[config.mk]
export PLATFORM = sky130hd
export DESIGN_NAME = mul_iter
export DESIGN_NICKNAME = d
export VERILOG_FILES = /design/src/rtl/mul_iter.sv
export SDC_FILE = /design/constraint.sdc
export NUM_CORES = 1
export LEC_CHECK = 0
export ABC_AREA = 0
export BUFFER_PORTS_ARGS = -buffer_cell sky130_fd_sc_hd__clkbuf_2
export CORE_MARGIN = 3
export CORE_UTILIZATION = 64
export DETAILED_ROUTE_END_ITERATION = 10
export PLACE_DENSITY = 0.95
export SETUP_SLACK_MARGIN = 0.05
export SLEW_MARGIN = 30
export SYNTH_ARGS = -nofsm -noshare
export SYNTH_HDL_FRONTEND = slang
export SYNTH_SLANG_ARGS = --single-unit
[constraint.sdc]
create_clock -name clk -period 7.7 [get_ports clk]
set_input_delay 0.77 -clock clk [delete_from_list [all_inputs] [get_ports clk]]
set_output_delay 0.77 -clock clk [all_outputs]
set_load 0.05 [all_outputs]
[src/rtl/mul_iter.sv]
// mul_iter: iterative shift-add multiplier for signed (MULT) and unsigned
// (MULTU) operands, using a start/busy/done handshake.
//
// The multiplier works on operand magnitudes and applies the sign once, in
// the final cycle. It retires one multiplier bit per CALC cycle.
//
// Optional feature: define MUL_EARLY_TERM_EN to enable early termination.
// CALC then exits as soon as the remaining multiplier bits are all zero, and
// FIN realigns the partial product. Results are identical to the fixed-latency
// build. When the macro is undefined, CALC always runs WIDTH cycles.
//
// Ports:
//   clk        clock, rising edge
//   reset      asynchronous active-low reset
//   start      request a multiply (sampled only while busy = 0)
//   is_signed  1 = two's-complement operands, 0 = unsigned (sampled with start)
//   a, b       multiplicand / multiplier (sampled with start)
//   busy       high while an operation is in flight
//   done       one-cycle pulse when z holds a new result
//   z          2*WIDTH-bit product, held until the next done

module mul_iter #(
  parameter int WIDTH = 32
) (
  input  logic               clk,
  input  logic               reset,
  input  logic               start,
  input  logic               is_signed,
  input  logic [WIDTH-1:0]   a,
  input  logic [WIDTH-1:0]   b,
  output logic               busy,
  output logic               done,
  output logic [2*WIDTH-1:0] z
);

  localparam int CW = $clog2(WIDTH + 1);

  // state | meaning
  // IDLE  | waiting for start; busy = 0
  // CALC  | one shift-add iteration per cycle
  // FIN   | apply sign, write z, pulse done
  typedef enum logic [1:0] {
    IDLE = 2'd0,
    CALC = 2'd1,
    FIN  = 2'd2
  } state_t;

  state_t state, state_nxt;

  // p holds {accumulator[W:0], multiplier[W-1:0]}. The extra accumulator bit
  // absorbs the carry of the add before the shift.
  logic [2*WIDTH:0]   p;
  logic [2*WIDTH:0]   p_step;
  logic [WIDTH:0]     acc_sum;
  logic [WIDTH-1:0]   mag_a;
  logic [WIDTH-1:0]   a_abs;
  logic [WIDTH-1:0]   b_abs;
  logic               neg;
  logic [CW-1:0]      cnt;
  logic [CW-1:0]      cnt_dec;
  logic [2*WIDTH-1:0] prod;
  logic               load;
  logic               step;
  logic               finish;
  logic               calc_last;

  // The magnitude of the most negative value is 2^(W-1). This still fits in
  // W unsigned bits, so a plain negation is exact.
  assign a_abs = (is_signed && a[WIDTH-1]) ? -a : a;
  assign b_abs = (is_signed && b[WIDTH-1]) ? -b : b;

  assign acc_sum = p[2*WIDTH:WIDTH] + {1'b0, (p[0] ? mag_a : {WIDTH{1'b0}})};
  assign p_step  = {1'b0, acc_sum, p[WIDTH-1:1]};
  assign cnt_dec = cnt - CW'(1);

`ifdef MUL_EARLY_TERM_EN
  // After k iterations, the low cnt_dec bits of p_step are the multiplier
  // bits that have not been consumed yet. If they are all zero, the remaining
  // iterations would only shift.
  logic [WIDTH-1:0] rem_mask;
  logic             rem_zero;

  always_comb begin
    rem_mask = '0;
    for (int i = 0; i < WIDTH; i++) begin
      rem_mask[i] = (CW'(i) < cnt_dec);
    end
  end

  assign rem_zero  = ((p_step[WIDTH-1:0] & rem_mask) == '0);
  assign calc_last = (cnt_dec == '0) || rem_zero;

  // cnt holds the number of skipped iterations. Each skipped iteration would
  // have shifted p right by one bit. The top bit of p is always 0 after a CALC
  // step, so dropping it before the shift loses nothing.
  assign prod = p[2*WIDTH-1:0] >> cnt;
`else
  assign calc_last = (cnt_dec == '0);
  assign prod      = p[2*WIDTH-1:0];
`endif

  // State register
  always_ff @(posedge clk or negedge reset) begin
    if (!reset) begin
      state <= IDLE;
    end else begin
      state <= state_nxt;
    end
  end

  // Next-state logic
  always_comb begin
    state_nxt = state;
    unique case (state)
      IDLE: if (start) state_nxt = CALC;
      CALC: if (calc_last) state_nxt = FIN;
      FIN:  state_nxt = IDLE;
      default: state_nxt = IDLE;
    endcase
  end

  // Output / control decode
  always_comb begin
    busy   = (state != IDLE);
    load   = (state == IDLE) && start;
    step   = (state == CALC);
    finish = (state == FIN);
  end

  // Datapath
  always_ff @(posedge clk or negedge reset) begin
    if (!reset) begin
      p     <= '0;
      mag_a <= '0;
      neg   <= 1'b0;
      cnt   <= '0;
      z     <= '0;
      done  <= 1'b0;
    end else begin
      done <= finish;
      if (load) begin
        p     <= {{(WIDTH+1){1'b0}}, b_abs};
        mag_a <= a_abs;
        neg   <= is_signed & (a[WIDTH-1] ^ b[WIDTH-1]);
        cnt   <= CW'(WIDTH);
      end else if (step) begin
        p   <= p_step;
        cnt <= cnt_dec;
      end
      if (finish) begin
        z <= neg ? -prod : prod;
      end
    end
  end

endmodule

Word-level counts from Yosys, hierarchy flattened
Index checks and enable logic that the tools add are counted.

Flip-flop bits (word level): 171. Input port bits: 68. Output and inout port bits: 66. Logic and storage cells: 37.

Add/sub/neg operators: 5. Equality and inequality tests: 4. Multiplexer cells: 11. Bitwise logic cells: 2. Reductions and logical operators: 8.

Operator list (count): 65-bit two-way mux (2); 32-bit two-way mux (3); 64-bit two-way mux (1); 32-bit negator (2); 64-bit negator (1); 33-bit by 32-bit adder with 33-bit output (1); 6-bit two-way mux (2); 6-bit logical NOT (1); 6-bit by 1-bit subtractor with 6-bit output (second input constant) (1); 2-bit two-way mux (2); 2-bit one-hot mux with 2 select lines (1); 2-bit nonzero test (2); 1-bit logical AND (3); 2-bit by 1-bit == test with 1-bit output (second input constant) (1); 2-bit == test (second input constant) (1); 2-bit logical NOT (1); 2-bit by 1-bit != test with 1-bit output (second input constant) (1); 2-bit != test (second input constant) (1); 2-bit AND reduction (1); 1-bit AND (1); 1-bit XOR (1).

Depth between registers and ports, before layout
Gate-level depths: netlist (run 1).

Word-level depth: 4. Depth in mapped cells: 11.

Least setup slack after synthesis (run 1)
Ideal clock, no wire load.

Kind: input to register. Start point: in b[15]. End point: reg p[30]. Arrival: 2.812 ns. Setup slack: 4.751 ns. Cell stages on the path: 7. Path buffers: 0. Cells stage by stage: or4_1 or4b_4 or4_1 nor3_1 a21oi_1 xnor2_1 a21oi_1.

Cells in the longest elaborated chain, start to end: 3.

RTL lines: start: declaration (line 30) `input logic [WIDTH-1:0] b,`; 32-bit negator (line 70) `assign b_abs = (is_signed && b[WIDTH-1]) ? -b : b;`; 32-bit two-way mux (line 70); 65-bit two-way mux (line 141) `if (load) begin`; end signal: assignment (line 142) `p <= {{(WIDTH+1){1'b0}}, b_abs};`; end signal: assignment (line 147) `p <= p_step;`; end: declaration (line 52) `logic [2*WIDTH:0] p;`.

No other way between the ends. A chain may end at the register's enable or synchronous reset.

Final worst setup path (run 1)
Start point: reg p[0]. End point: reg p[59].

Cells in the longest elaborated chain, start to end: 4.

RTL lines: 32-bit two-way mux (line 72) `assign acc_sum = p[2*WIDTH:WIDTH] + {1'b0, (p[0] ? mag_a : {WIDTH{1'b0}})};`; 33-bit by 32-bit adder with 33-bit output (line 72); 65-bit two-way mux (line 146) `end else if (step) begin`; 65-bit two-way mux (line 141).

No other way between the ends. The select of a mux whose other input is x is not followed.

==> key figures, run 1 <==
Die
  – Row Count: 47
  – Die Y-Extent: 137 um
  – Die Width: approximately 140 um
  – Boundary Pins: 134
  – Starting utilization of the core area: 66.0%
  – Core ar.: 16800 um^2
  – Die footprint: 18900 um^2

Yosys
  – Share of the yosys chip area belonging to registers: 38.5%
  – Seq cells post-synth: 170
  – Synth area leaders: dfrtp_1, xor2_1, o21ai_0, nand2_1, ha_1
  – Post-synth EDFFs: 0
  – Yosys warns: 0
  – Syn Std Cell Area: 11100 um^2
  – Cell taking the most area after synthesis: dfrtp_1
  – Avg Inst Size Synth: 8.49 um^2
  – Top FF cell, synth: dfrtp_1
  – Syn nets: around 1400
  – Instance count of the mapped netlist: approximately 1300
  – Share of the synthesized area in the top cell type: 38.5%
  – Async S/R FF share, synth: 100%
  – Yosys cell types: 61

Clock network
  – Setup bufs post-CTS: 0
  – CTS Buf Count: 17
  – Clock buffer depth: 2
  – CTS resizes: 0
  – CTS sink cnt: 170
  – TritonCTS clock tree: built
  – Cts hold-fix bufs: 0
  – Clk pin slew, worst setup/hold paths: 0.08 ns
  – Clk_lat worst skew: 0.45 ns
  – Root buffer cell: clkbuf_16
  – H-tree depth: 4

Cells and area
  – Layout cells sized above 1: approximately 15%
  – Ant. Diodes: 0
  – P&R area growth vs syn: 12.4%
  – Layout Nets: 1500
  – Fillcell total: 1170

STA
  – Final Hold Fails: 0
  – Worst-Margin Slew: 0.942 ns
  – Setup Total Neg Slack: 0 ns
  – Setup violators final: 0
  – Crit share post-route: 50.8%
  – Slew headroom: between 30% and 40%
  – Clock Skew: 0.0102 ns
  – Final-report max-slew violation count: 0
  – Fmax: roughly 260 MHz
  – Fin crit period: just under 4 ns
  – RSZ-0062 raised after global routing: no
  – Worst hold slack: 0.410 ns

GRT
  – First-pass GRT wire length: 47200 um
  – Global route total overflow: 0
  – Vias in the first global route: 9555
  – Largest net degree at the start of global routing: 129
  – Antenna violations before repair: 0
  – GRT Util Overall: 31.4%

Pwr
  – Cell-internal power: 0.00279 W
  – Clock power share: 15.9%
  – Maximum vdd ir drop: 0.225 mV
  – Reg power frac: 31.6%
  – PwrDens: 441 nW/um^2
  – Leakage: 5.44 nW
  – NetSw: ~0.0027 W
  – Pwr Total: 0.00548 W
  – Comb pwr share: 52.4%
  – Sw frac: around half

Setup path
  – Reg-to-reg startpoint: p[0]$_DFFE_PN0P_
  – CP Class: reg -> reg
  – Slowest-stage cell, CP: dfrtp_1
  – Worst Path Buf+Inv: 1
  – Top delay family on crit path: compound AO/OA/AOI/OAI gates
  – CP max stage delay: 0.83 ns
  – CP max FO: 34
  – Worst Setup SP: p[0]$_DFFE_PN0P_
  – Critical Path RT: slightly above 8 ns
  – CP Capture Type: flip-flop
  – Critical path arrival: 4.26 ns
  – CP Launch Type: flip-flop
  – CP Cell Sequence: and2_1 > ha_1 > inv_1 > fa_1 > nand2b_1 > a21oi_1 > o21ai_0 > a311oi_1 > o22ai_1 > or4_1 > a22oi_1

Drt
  – Vias: 10266
  – Vias per cell: 6.31
  – Drt pass-1 iters: 5
  – Final ANT Viol Nets: 0
  – 1st-iter DRT viols: 931
  – WL final: around 29000 um
  – DRC viols: 0
  – Wire length per cell: 18.1 um

Place
  – HPWL after detailed placement: 21300 um
  – PortBufs: between 100 and 150
  – GPL Wtd Cong: 0.999

Hold path
  – Hold Crit Class: in -> async

Run
  – # Max-Cap Violations: 0

Run status
  – Status: completed
kinds of logic after synthesis:
kind of cell    share of synthesized area, %
flops                                   38.5
compound gates                          20.6
buf+inv                                 3.02
simple gates                            20.1
fa+ha+maj                               4.37
xor+xnor                                11.6
mux                                     1.91
final timing paths:
kind                                        end  slack (ns)  depth (start not counted)
setup / recovery              p[59]$_DFFE_PN0P_        3.79                         11
hold / removal                z[15]$_DFFE_PN0P_        0.41                          1
setup reg to reg              p[59]$_DFFE_PN0P_        3.79                         11
hold reg to reg               z[29]$_DFFE_PN0P_        0.48                          2
max in group asynchronous  mag_a[6]$_DFFE_PN0P_        5.90                          2
min in group clk              z[29]$_DFFE_PN0P_        0.48                          2
cells in the mapped netlist (2+ instances only):
cell / count
a211o_1: 2
a211oi_1: 13
a21o_1: 12
a21oi_1: 92
a22oi_1: 4
a31o_2: 2
a31oi_1: 7
a32o_1: 3
and2_1: 40
and3_1: 2
buf_1: 6
clkbuf_1: 62
dfrtp_1: 170
ha_1: 37
inv_1: 21
mux2i_1: 20
nand2_1: 171
nand2b_1: 11
nand3_1: 21
nand3b_1: 3
nand4_1: 11
nor2_1: 101
nor2b_1: 3
nor3_1: 22
nor4_1: 12
nor4b_4: 2
o211ai_1: 3
o21a_1: 9
o21ai_0: 169
o21bai_1: 5
o22ai_1: 10
o311ai_0: 2
o31ai_1: 30
o41ai_1: 10
o41ai_2: 3
or2_2: 12
or3_1: 18
or4_1: 14
or4_4: 2
xnor2_1: 49
xor2_1: 97
flip-flops by register name, indices dropped and copies added (netlist names):
name	cells
neg	1
cnt	6
done	1
p	64
z	64
state	2
mag_a	32
metrics by stage:
| step | setup slack [ns] | area, um^2 | instances | utilization [%] |
|---|---|---|---|---|
| 2_1_floorplan | 4.75 | 11100 | 1303 | - |
| 3_3_place_gp | 4.04 | 11800 | 1595 | 70.6 |
| 3_5_place_dp | 3.87 | 11800 | 1595 | 70.6 |
| 4_1_cts | 3.82 | 12400 | 1627 | 74.2 |
| 5_1_grt | 3.45 | 12400 | 1627 | 74.2 |
| 6_report | 3.79 | 12400 | 1627 | 74.2 |
layout make-up:
cell class / count / area [um^2] / share of cell area, %
multi-input combinational: 1044 / 6490 / 52.2
timing repair buffer: 140 / 731 / 5.88
clock buffer: 17 / 425 / 3.42
inverter: 21 / 78.8 / 0.634
clock inverter: 15 / 179 / 1.44
tap: 220 / 275 / 2.21
sequential: 170 / 4250 / 34.2
power groups by stage:
stage	logic, W	registers [W]	clock network [W]
finish	0.00287	0.00173	0.000873
global route	0.00316	0.00177	0.000912
CTS	0.00284	0.00171	0.000876
detailed placement	0.00280	0.00171	0
global placement	0.00268	0.00169	0
floorplan	0.00189	0.00186	0
cell usage in the layout, fill, tap and decap left out, types with 5 or more instances in the layout:
cell       instances
and2_1            40
a21o_1            12
inv_8              6
clkbuf_16         17
or4_1             14
a211oi_1          13
buf_4              6
xnor2_1           49
or2_2             12
o31ai_1           30
o41ai_1           10
nand2b_1           9
nand2_1          171
or3_1             18
o22ai_1           10
mux2i_1           20
o21ai_0          169
a31oi_1            7
nor4_1            12
nor2_1           101
nor3_1            22
clkbuf_2         132
xor2_1            97
nand4_1           11
o21a_1             9
inv_1             21
o21bai_1           5
a21oi_1           92
nand3_1           21
dfrtp_1          170
ha_1              37
routing by layer:
layer,share of wire [%],global-route usage (%)
met5,0,0
met4,3.5,12.3
met3,9.4,4.27
met2,45,48.4
met1,43,45.0
(Power assumes the default switching activity.)
==> run 2, diff against run 1 <==
--- a/config.mk
+++ b/config.mk
@@ -8,9 +8,9 @@
 export ABC_AREA = 0
 export BUFFER_PORTS_ARGS = -buffer_cell sky130_fd_sc_hd__clkbuf_2
 export CORE_MARGIN = 3
-export CORE_UTILIZATION = 64
+export CORE_UTILIZATION = 59
 export DETAILED_ROUTE_END_ITERATION = 10
-export PLACE_DENSITY = 0.95
+export PLACE_DENSITY = 0.9
 export SETUP_SLACK_MARGIN = 0.05
 export SLEW_MARGIN = 30
 export SYNTH_ARGS = -nofsm -noshare
==> constraint.sdc (replaced) <==
create_clock -name clk -period 3.6 [get_ports clk]
set_input_delay 0.36 -clock clk [delete_from_list [all_inputs] [get_ports clk]]
set_output_delay 0.36 -clock clk [all_outputs]
set_load 0.05 [all_outputs]
==> run 2 against run 1 <==
  * The flow now finishes with violations (hold timing)
  * Critical path depth is 1 lower
  * Clock-buffer cell count grew 2
  * Sequential power up 110%
  * Via count fell by 2.4%
  * Clock skew about the same
  * Maximum frequency grew 19%
  * Design area is 0.71% higher
  * Worst setup slack worse by 3.5 ns
  * Critical endpoint unchanged
  * Largest cell class unchanged
==> key figures, run 2 (synthesis results as in run 1) <==
Drt
  – Vias per cell: 6.10 (-3.3%)
  – Vias: 10024 (-2.4%)
  – DRC viols: 0 (unchanged)
  – Final ANT Viol Nets: 0 (unchanged)
  – 1st-iter DRT viols: 1027 (+10%)
  – Drt pass-1 iters: 6 (+1)
  – WL final: 28700 um (-2.5%)
  – Wire length per cell: 17.5 um (-3.4%)

STA
  – Slew headroom: 38.4% (+1.4 points)
  – Setup violators final: 0 (unchanged)
  – Setup Total Neg Slack: 0 ns (unchanged)
  – Worst hold slack: -0.0289 ns (-0.438 ns)
  – Clock Skew: 0.00989 ns (-0.000345 ns)
  – Fmax: 305 MHz (+19%)
  – Final-report max-slew violation count: 0 (unchanged)
  – Crit share post-route: 91.1% (+40 points)
  – Final Hold Fails: 14 (+14)
  – Fin crit period: 3.28 ns (-0.629 ns)
  – Worst-Margin Slew: 0.924 ns (-0.0181 ns)
  – RSZ-0062 raised after global routing: no

Setup path
  – Worst Setup SP: p[0]$_DFFE_PN0P_
  – Critical path arrival: 3.61 ns (-0.65 ns)
  – CP Capture Type: flip-flop
  – Critical Path RT: 3.93 ns (-4.12 ns)
  – CP Launch Type: flip-flop
  – Reg-to-reg startpoint: p[0]$_DFFE_PN0P_
  – CP Class: reg -> reg
  – CP max FO: 33 (-2.9%)

Pwr
  – PwrDens: 934 nW/um^2 (+110%)
  – Leakage: 5.49 nW (+0.87%)
  – Maximum vdd ir drop: 0.455 mV (+100%)

GRT
  – Largest net degree at the start of global routing: 100 (-22%)
  – First-pass GRT wire length: 46300 um (-2.0%)
  – Global route total overflow: 0 (unchanged)
  – GRT Util Overall: 28.1% (-3.2 points)
  – Vias in the first global route: 9103 (-4.7%)
  – Antenna violations before repair: 0 (unchanged)

Die
  – Die Width: 143 um (+4.0%)
  – Die footprint: 20400 um^2 (+8.1%)
  – Starting utilization of the core area: 60.7% (-5.3 points)
  – Die Y-Extent: 143 um (+4.0%)
  – Row Count: 49 (+4.3%)
  – Boundary Pins: 134 (unchanged)
  – Core ar.: 18200 um^2 (+8.6%)

Clock network
  – Clock buffer depth: 2 (unchanged)
  – CTS Buf Count: 17 (unchanged)
  – TritonCTS clock tree: built
  – Clk pin slew, worst setup/hold paths: 0.07 ns (about the same)
  – H-tree depth: 4 (unchanged)
  – Root buffer cell: clkbuf_16
  – Clk_lat worst skew: 0.43 ns (-0.02 ns)
  – CTS sink cnt: 170 (unchanged)
  – Cts hold-fix bufs: 0 (unchanged)

Place
  – Placed insts: 1611 (+1.0%)
  – PortBufs: 133 (unchanged)
  – HPWL after detailed placement: 21300 um (+0.12%)
  – Post-placement cell area: 11900 um^2 (+0.75%)
  – GPL Wtd Cong: 1.01 (+0.77%)

Cells and area
  – Fillcell total: 1401 (+20%)
  – Layout Nets: 1507 (+0.47%)
  – Most common cell after layout, fill and taps aside: nand2_1
  – P&R area growth vs syn: 13.2%
  – Commonest non-fill, non-tap cells in the layout: nand2_1, dfrtp_1, o21ai_0
  – Count of non-filler cells in the finished layout: 1643 (+0.98%)
  – Post-route cell area: 12500 um^2 (+0.71%)
  – Top Registers: p (64), z (64), mag_a (32)
  – Layout Utilization: 68.8% (-5.4 points)
  – Ant. Diodes: 0 (unchanged)
  – Layout cells sized above 1: 15.0% (+0.42 points)

Run status
  – Failing checks: hold timing
  – Status: finished, violations left

Run
  – # Max-Cap Violations: 0 (unchanged)

Hold path
  – Hold Crit Class: in -> async
[run 2: cell count changes in the layout (fill, tap and decap cells not counted), sizes merged]
| cell | previous run | this run |
|---|---|---|
| clkinvlp | 3 | 1 |
| bufinv | 1 | 2 |
| buf | 7 | 14 |
| inv | 29 | 27 |
| clkinv | 3 | 4 |
| clkbuf | 150 | 152 |
[run 2: cell type report]
cell class | instances | area [um^2] | area share [%]
Tap cell | 229 | 287 | 2.29
Inverter | 21 | 78.8 | 0.629
Sequential cell | 170 | 4250 | 34.0
Clock inverter | 13 | 159 | 1.27
Multi-Input combinational cell | 1044 | 6500 | 51.9
Timing Repair Buffer | 147 | 805 | 6.42
Clock buffer | 19 | 443 | 3.54
[run 2: path summary, 6_finish.rpt]
| path | endpoint | slack (ns) | depth (start not counted) |
|---|---|---|---|
| min reg2reg | z[24]$_DFFE_PN0P_ | 0.48 | 2 |
| min | z[15]$_DFFE_PN0P_ | -0.03 | 1 |
| max in group asynchronous | p[43]$_DFFE_PN0P_ | 2.79 | 2 |
| max | p[59]$_DFFE_PN0P_ | 0.32 | 10 |
| min in group clk | mag_a[1]$_DFFE_PN0P_ | 0.23 | 3 |
| max reg2reg | p[59]$_DFFE_PN0P_ | 0.32 | 10 |
[run 2: stage by stage]
step	worst slack [ns]	power, W
after floorplan	0.688	0.00801
after global placement	0.329	0.00948
after detailed placement	0.232	0.00965
after CTS	0.194	0.0116
after global routing	0.0611	0.0125
final	0.319	0.0117
[run 2: worst max-delay path, cell delays in order (launching register included)]
cell	delay, ns
dfrtp_1	0.34
buf_4	0.26
nand2_1	0.14
fa_1	0.44
nand2b_1	0.19
a21oi_1	0.28
o21ai_0	0.24
a311oi_2	0.41
o22ai_1	0.19
or4_1	0.53
a22oi_1	0.16
[run 2: metal layers]
layer / share of wire (%) / global-route usage, % / vias up
met5: 0 / 0 / -
met4: 1.7 / 8.15 / 0
met3: 9.4 / 5.53 / 53
met2: 44 / 41.8 / 457
met1: 44 / 42.0 / 4689
li1: - / - / 4825
[run 2: report_power, final]
part	switching (W)	total, W	leakage [nW]	internal [W]
Sequential	0.000955	0.00366	2.14	0.00270
Clock	0.000813	0.00188	0.294	0.00106
Combinational	0.00387	0.00616	3.05	0.00230
Total	0.00563	0.0117	5.49	0.00606
[run 2: what timing repair did]
action                     CTS  global route
setup endpoints to repair    0             2
hold endpoints to repair     0             0
resized for setup            0             2
setup buffers                0             0
==> run 3, diff against run 2 <==
--- a/config.mk
+++ b/config.mk
@@ -5,12 +5,12 @@
 export SDC_FILE = /design/constraint.sdc
 export NUM_CORES = 1
 export LEC_CHECK = 0
-export ABC_AREA = 0
+export ABC_AREA = 1
 export BUFFER_PORTS_ARGS = -buffer_cell sky130_fd_sc_hd__clkbuf_2
 export CORE_MARGIN = 3
-export CORE_UTILIZATION = 59
+export CORE_UTILIZATION = 61
 export DETAILED_ROUTE_END_ITERATION = 10
-export PLACE_DENSITY = 0.9
+export PLACE_DENSITY = 0.91
 export SETUP_SLACK_MARGIN = 0.05
 export SLEW_MARGIN = 30
 export SYNTH_ARGS = -nofsm -noshare
==> run 3 against run 2 <==
  * The run still ends with hold timing left
  * Critical path depth increased by 6
  * Utilization increased by 1.5 points
  * Maximum frequency increased by 29%
  * Synthesized cell count increased by 69%
  * Sequential power decreased by 48%
  * Wire length increased by 45%
  * Die area increased by 18%
  * Total power decreased by 65%
  * Synthesized area increased by 23%
  * Worst setup slack improved by 0.73 ns
  * Sequential share of layout area decreased by 5.7 points
  * Critical endpoint is now p[47]$_DFFE_PN0P_
  * Largest cell class unchanged
  * Largest power group is now sequential cells
==> key figures, run 3 <==
Clock network
  – Cts hold-fix bufs: 0 (unchanged)
  – Clock buffer depth: 2 (unchanged)
  – CTS sink cnt: 170 (unchanged)
  – Root buffer cell: clkbuf_16
  – TritonCTS clock tree: built
  – Clk_lat worst skew: 0.44 ns (about the same)
  – H-tree depth: 4 (unchanged)
  – CTS Buf Count: 17 (unchanged)
  – CTS resizes: 0 (unchanged)
  – Clk pin slew, worst setup/hold paths: 0.07 ns (about the same)
  – Setup bufs post-CTS: 0 (unchanged)

STA
  – Setup violators final: 0 (unchanged)
  – Final-report max-slew violation count: 0 (unchanged)
  – Clock Skew: 0.0119 ns (+0.00198 ns)
  – Final Hold Fails: 24 (+10)
  – Slew headroom: 38.6% (+0.17 points)
  – Fmax: 392 MHz (+29%)
  – Fin crit period: 2.55 ns (-0.731 ns)
  – Crit share post-route: 70.8% (-20 points)
  – Worst hold slack: -0.0210 ns (+0.00790 ns)
  – Worst-Margin Slew: 0.921 ns (-0.00361 ns)
  – Setup Total Neg Slack: 0 ns (unchanged)
  – RSZ-0062 raised after global routing: no

Cells and area
  – P&R area growth vs syn: 10.8%
  – Top Registers: p (64), z (64), mag_a (32)
  – Layout Utilization: 70.3% (+1.5 points)
  – Layout Nets: 2416 (+60%)
  – Most common cell after layout, fill and taps aside: nand2_1
  – Ant. Diodes: 0 (unchanged)
  – Commonest non-fill, non-tap cells in the layout: nand2_1, inv_1, nor2_1
  – Layout cells sized above 1: 10.3% (-4.7 points)

Die
  – Die Y-Extent: 155 um (+8.6%)
  – Die Width: 155 um (+8.6%)
  – Row Count: 53 (+8.2%)
  – Core ar.: 21400 um^2 (+18%)
  – Die footprint: 24100 um^2 (+18%)
  – Boundary Pins: 134 (unchanged)
  – Starting utilization of the core area: 63.4% (+2.7 points)

Drt
  – Final ANT Viol Nets: 0 (unchanged)
  – Wire length per cell: 16.0 um (-8.6%)
  – Vias: 14534 (+45%)
  – 1st-iter DRT viols: 1656 (+61%)
  – WL final: 41500 um (+45%)
  – Vias per cell: 5.59 (-8.3%)
  – DRC viols: 0 (unchanged)
  – Drt pass-1 iters: 8 (+2)

GRT
  – Largest net degree at the start of global routing: 88 (-12%)
  – Global route total overflow: 0 (unchanged)
  – GRT Util Overall: 34.6% (+6.5 points)
  – First-pass GRT wire length: 67300 um (+45%)
  – Antenna violations before repair: 1 (+1)
  – Vias in the first global route: 13390 (+47%)

Yosys
  – Share of the yosys chip area belonging to registers: 31.3% (-7.1 points)
  – Yosys warns: 0 (unchanged)
  – Post-synth EDFFs: 0 (unchanged)
  – Top FF cell, synth: dfrtp_1
  – Instance count of the mapped netlist: 2206 (+69%)
  – Async S/R FF share, synth: 100% (unchanged)
  – Syn Std Cell Area: 13600 um^2 (+23%)
  – Most common cell in the netlist: nand2_1
  – Cell taking the most area after synthesis: dfrtp_1
  – Synth area leaders: dfrtp_1, nand2_1, nor2_1, inv_1, nand3_1
  – Syn nets: 2312 (+64%)
  – Share of the synthesized area in the top cell type: 31.3% (-7.1 points)
  – Yosys cell types: 49 (-20%)
  – Avg Inst Size Synth: 6.16 um^2 (-27%)
  – Seq cells post-synth: 170 (unchanged)
  – Post-synth top cells: nand2_1, nor2_1, inv_1

Setup path
  – Reg2Reg Depth: 16 (+6)
  – CP max stage delay: 0.37 ns (-0.16 ns)
  – Critical Path RT: 3.91 ns (-0.02 ns)
  – CP Launch Type: flip-flop
  – Worst Path Buf+Inv: 5 (+4)
  – CP Capture Type: flip-flop
  – CP max FO: 34 (+3.0%)
  – CP Class: reg -> reg
  – CP most frequent cell: nand2_1
  – Critical path arrival: 2.86 ns (-0.75 ns)
  – Slowest-stage cell, CP: fa_1
  – CP Cell Sequence: buf_4 > nand2_1 > inv_1 > ha_1 > inv_1 > fa_1 > inv_1 > nand3_1 > nand3_1 > nand2_1 > nand2_1 > inv_1 > o21ai_0 > nand2_1 > nand2_1 > o21ai_0
  – Top delay family on crit path: simple AND/OR/NAND/NOR gates
  – WP depth: 16 (+6)

Pwr
  – PwrDens: 271 nW/um^2 (-71%)
  – Leakage: 8.56 nW (+56%)
  – Maximum vdd ir drop: 0.252 mV (-45%)

Hold path
  – Hold Crit Class: in -> async

Place
  – HPWL after detailed placement: 32100 um (+50%)
  – GPL Wtd Cong: 0.996 (-1.1%)
  – PortBufs: 133 (unchanged)

Run
  – # Max-Cap Violations: 0 (unchanged)

Run status
  – Failing checks: hold timing
  – Status: finished, violations left
==> run 3: changes by cell type after synthesis, sizes merged, moves of 20 or more <==
cell	change
nand2	+699
inv	+244
nor2	+186
nand3	+133
xor2	-50
a21oi	-43
xnor2	-42
and2	-38
clkbuf	-31
o31ai	-28
buf	+23
o21ai	-23
mux2i	-20
==> run 3: area by class of cell <==
cell class	instances	area, um^2
sequential	170	4260
inverter	266	1000
multi-input combinational	1710	8070
fill	1927	6370
clock buffer	19	443
tap	275	344
clock inverter	13	156
timing repair buffer	145	787
==> run 3: worst paths after layout <==
path                                   startpoint                     to  slack, ns
worst min register to register  z[45]$_DFFE_PN0P_      z[45]$_DFFE_PN0P_       0.48
worst max register to register   p[0]$_DFFE_PN0P_      p[47]$_DFFE_PN0P_       1.05
max in group asynchronous                   reset  mag_a[30]$_DFFE_PN0P_       2.84
worst min-delay path                        reset       z[4]$_DFFE_PN0P_      -0.02
worst max-delay path             p[0]$_DFFE_PN0P_      p[47]$_DFFE_PN0P_       1.05
min in group clk                            a[12]  mag_a[12]$_DFFE_PN0P_       0.21
==> run 3: cell families (layout without fill, tap and decap cells) <==
| group | count (synthesis) | after routing | synth area share, % |
|---|---|---|---|
| simple gates | 1382 | 1382 | 42.4 |
| buf+inv | 326 | 443 | 9.38 |
| compound gates | 236 | 236 | 9.82 |
| flops | 170 | 170 | 31.3 |
| xor+xnor | 54 | 54 | 3.48 |
| fa+ha+maj | 38 | 38 | 3.56 |
==> run 3: stage by stage <==
stage               worst slack [ns]  total power [W]  instances  hold slack (ns)  area (um^2)
floorplan                       1.51          0.00207       2206           0.0644        13600
CTS                             1.09          0.00409       2598          0.00343        15100
global placement                1.19          0.00221       2566            0.462        14500
detailed placement              1.12          0.00221       2566            0.467        14500
finish                          1.05          0.00407       2598          -0.0210        15100
global route                   0.712          0.00421       2598           0.0216        15100
==> run 3: power by group <==
group | internal [W] | leakage [nW] | switching (W) | total (W)
Sequential | 0.00191 | 2.27 | 0 | 0.00191
Combinational | 0.0000849 | 5.99 | 0.000181 | 0.000266
Clock | 0.00106 | 0.294 | 0.000835 | 0.00190
Total | 0.00306 | 8.56 | 0.00102 | 0.00407
==> run 3: metal layers <==
| metal | part of all wire (%) | up-vias | track usage, % |
|---|---|---|---|
| met5 | 0.017 | - | 0 |
| met4 | 2.6 | 2 | 11.4 |
| met3 | 12 | 84 | 7.04 |
| met2 | 43 | 784 | 52.8 |
| met1 | 43 | 6526 | 49.6 |
| li1 | - | 7138 | - |
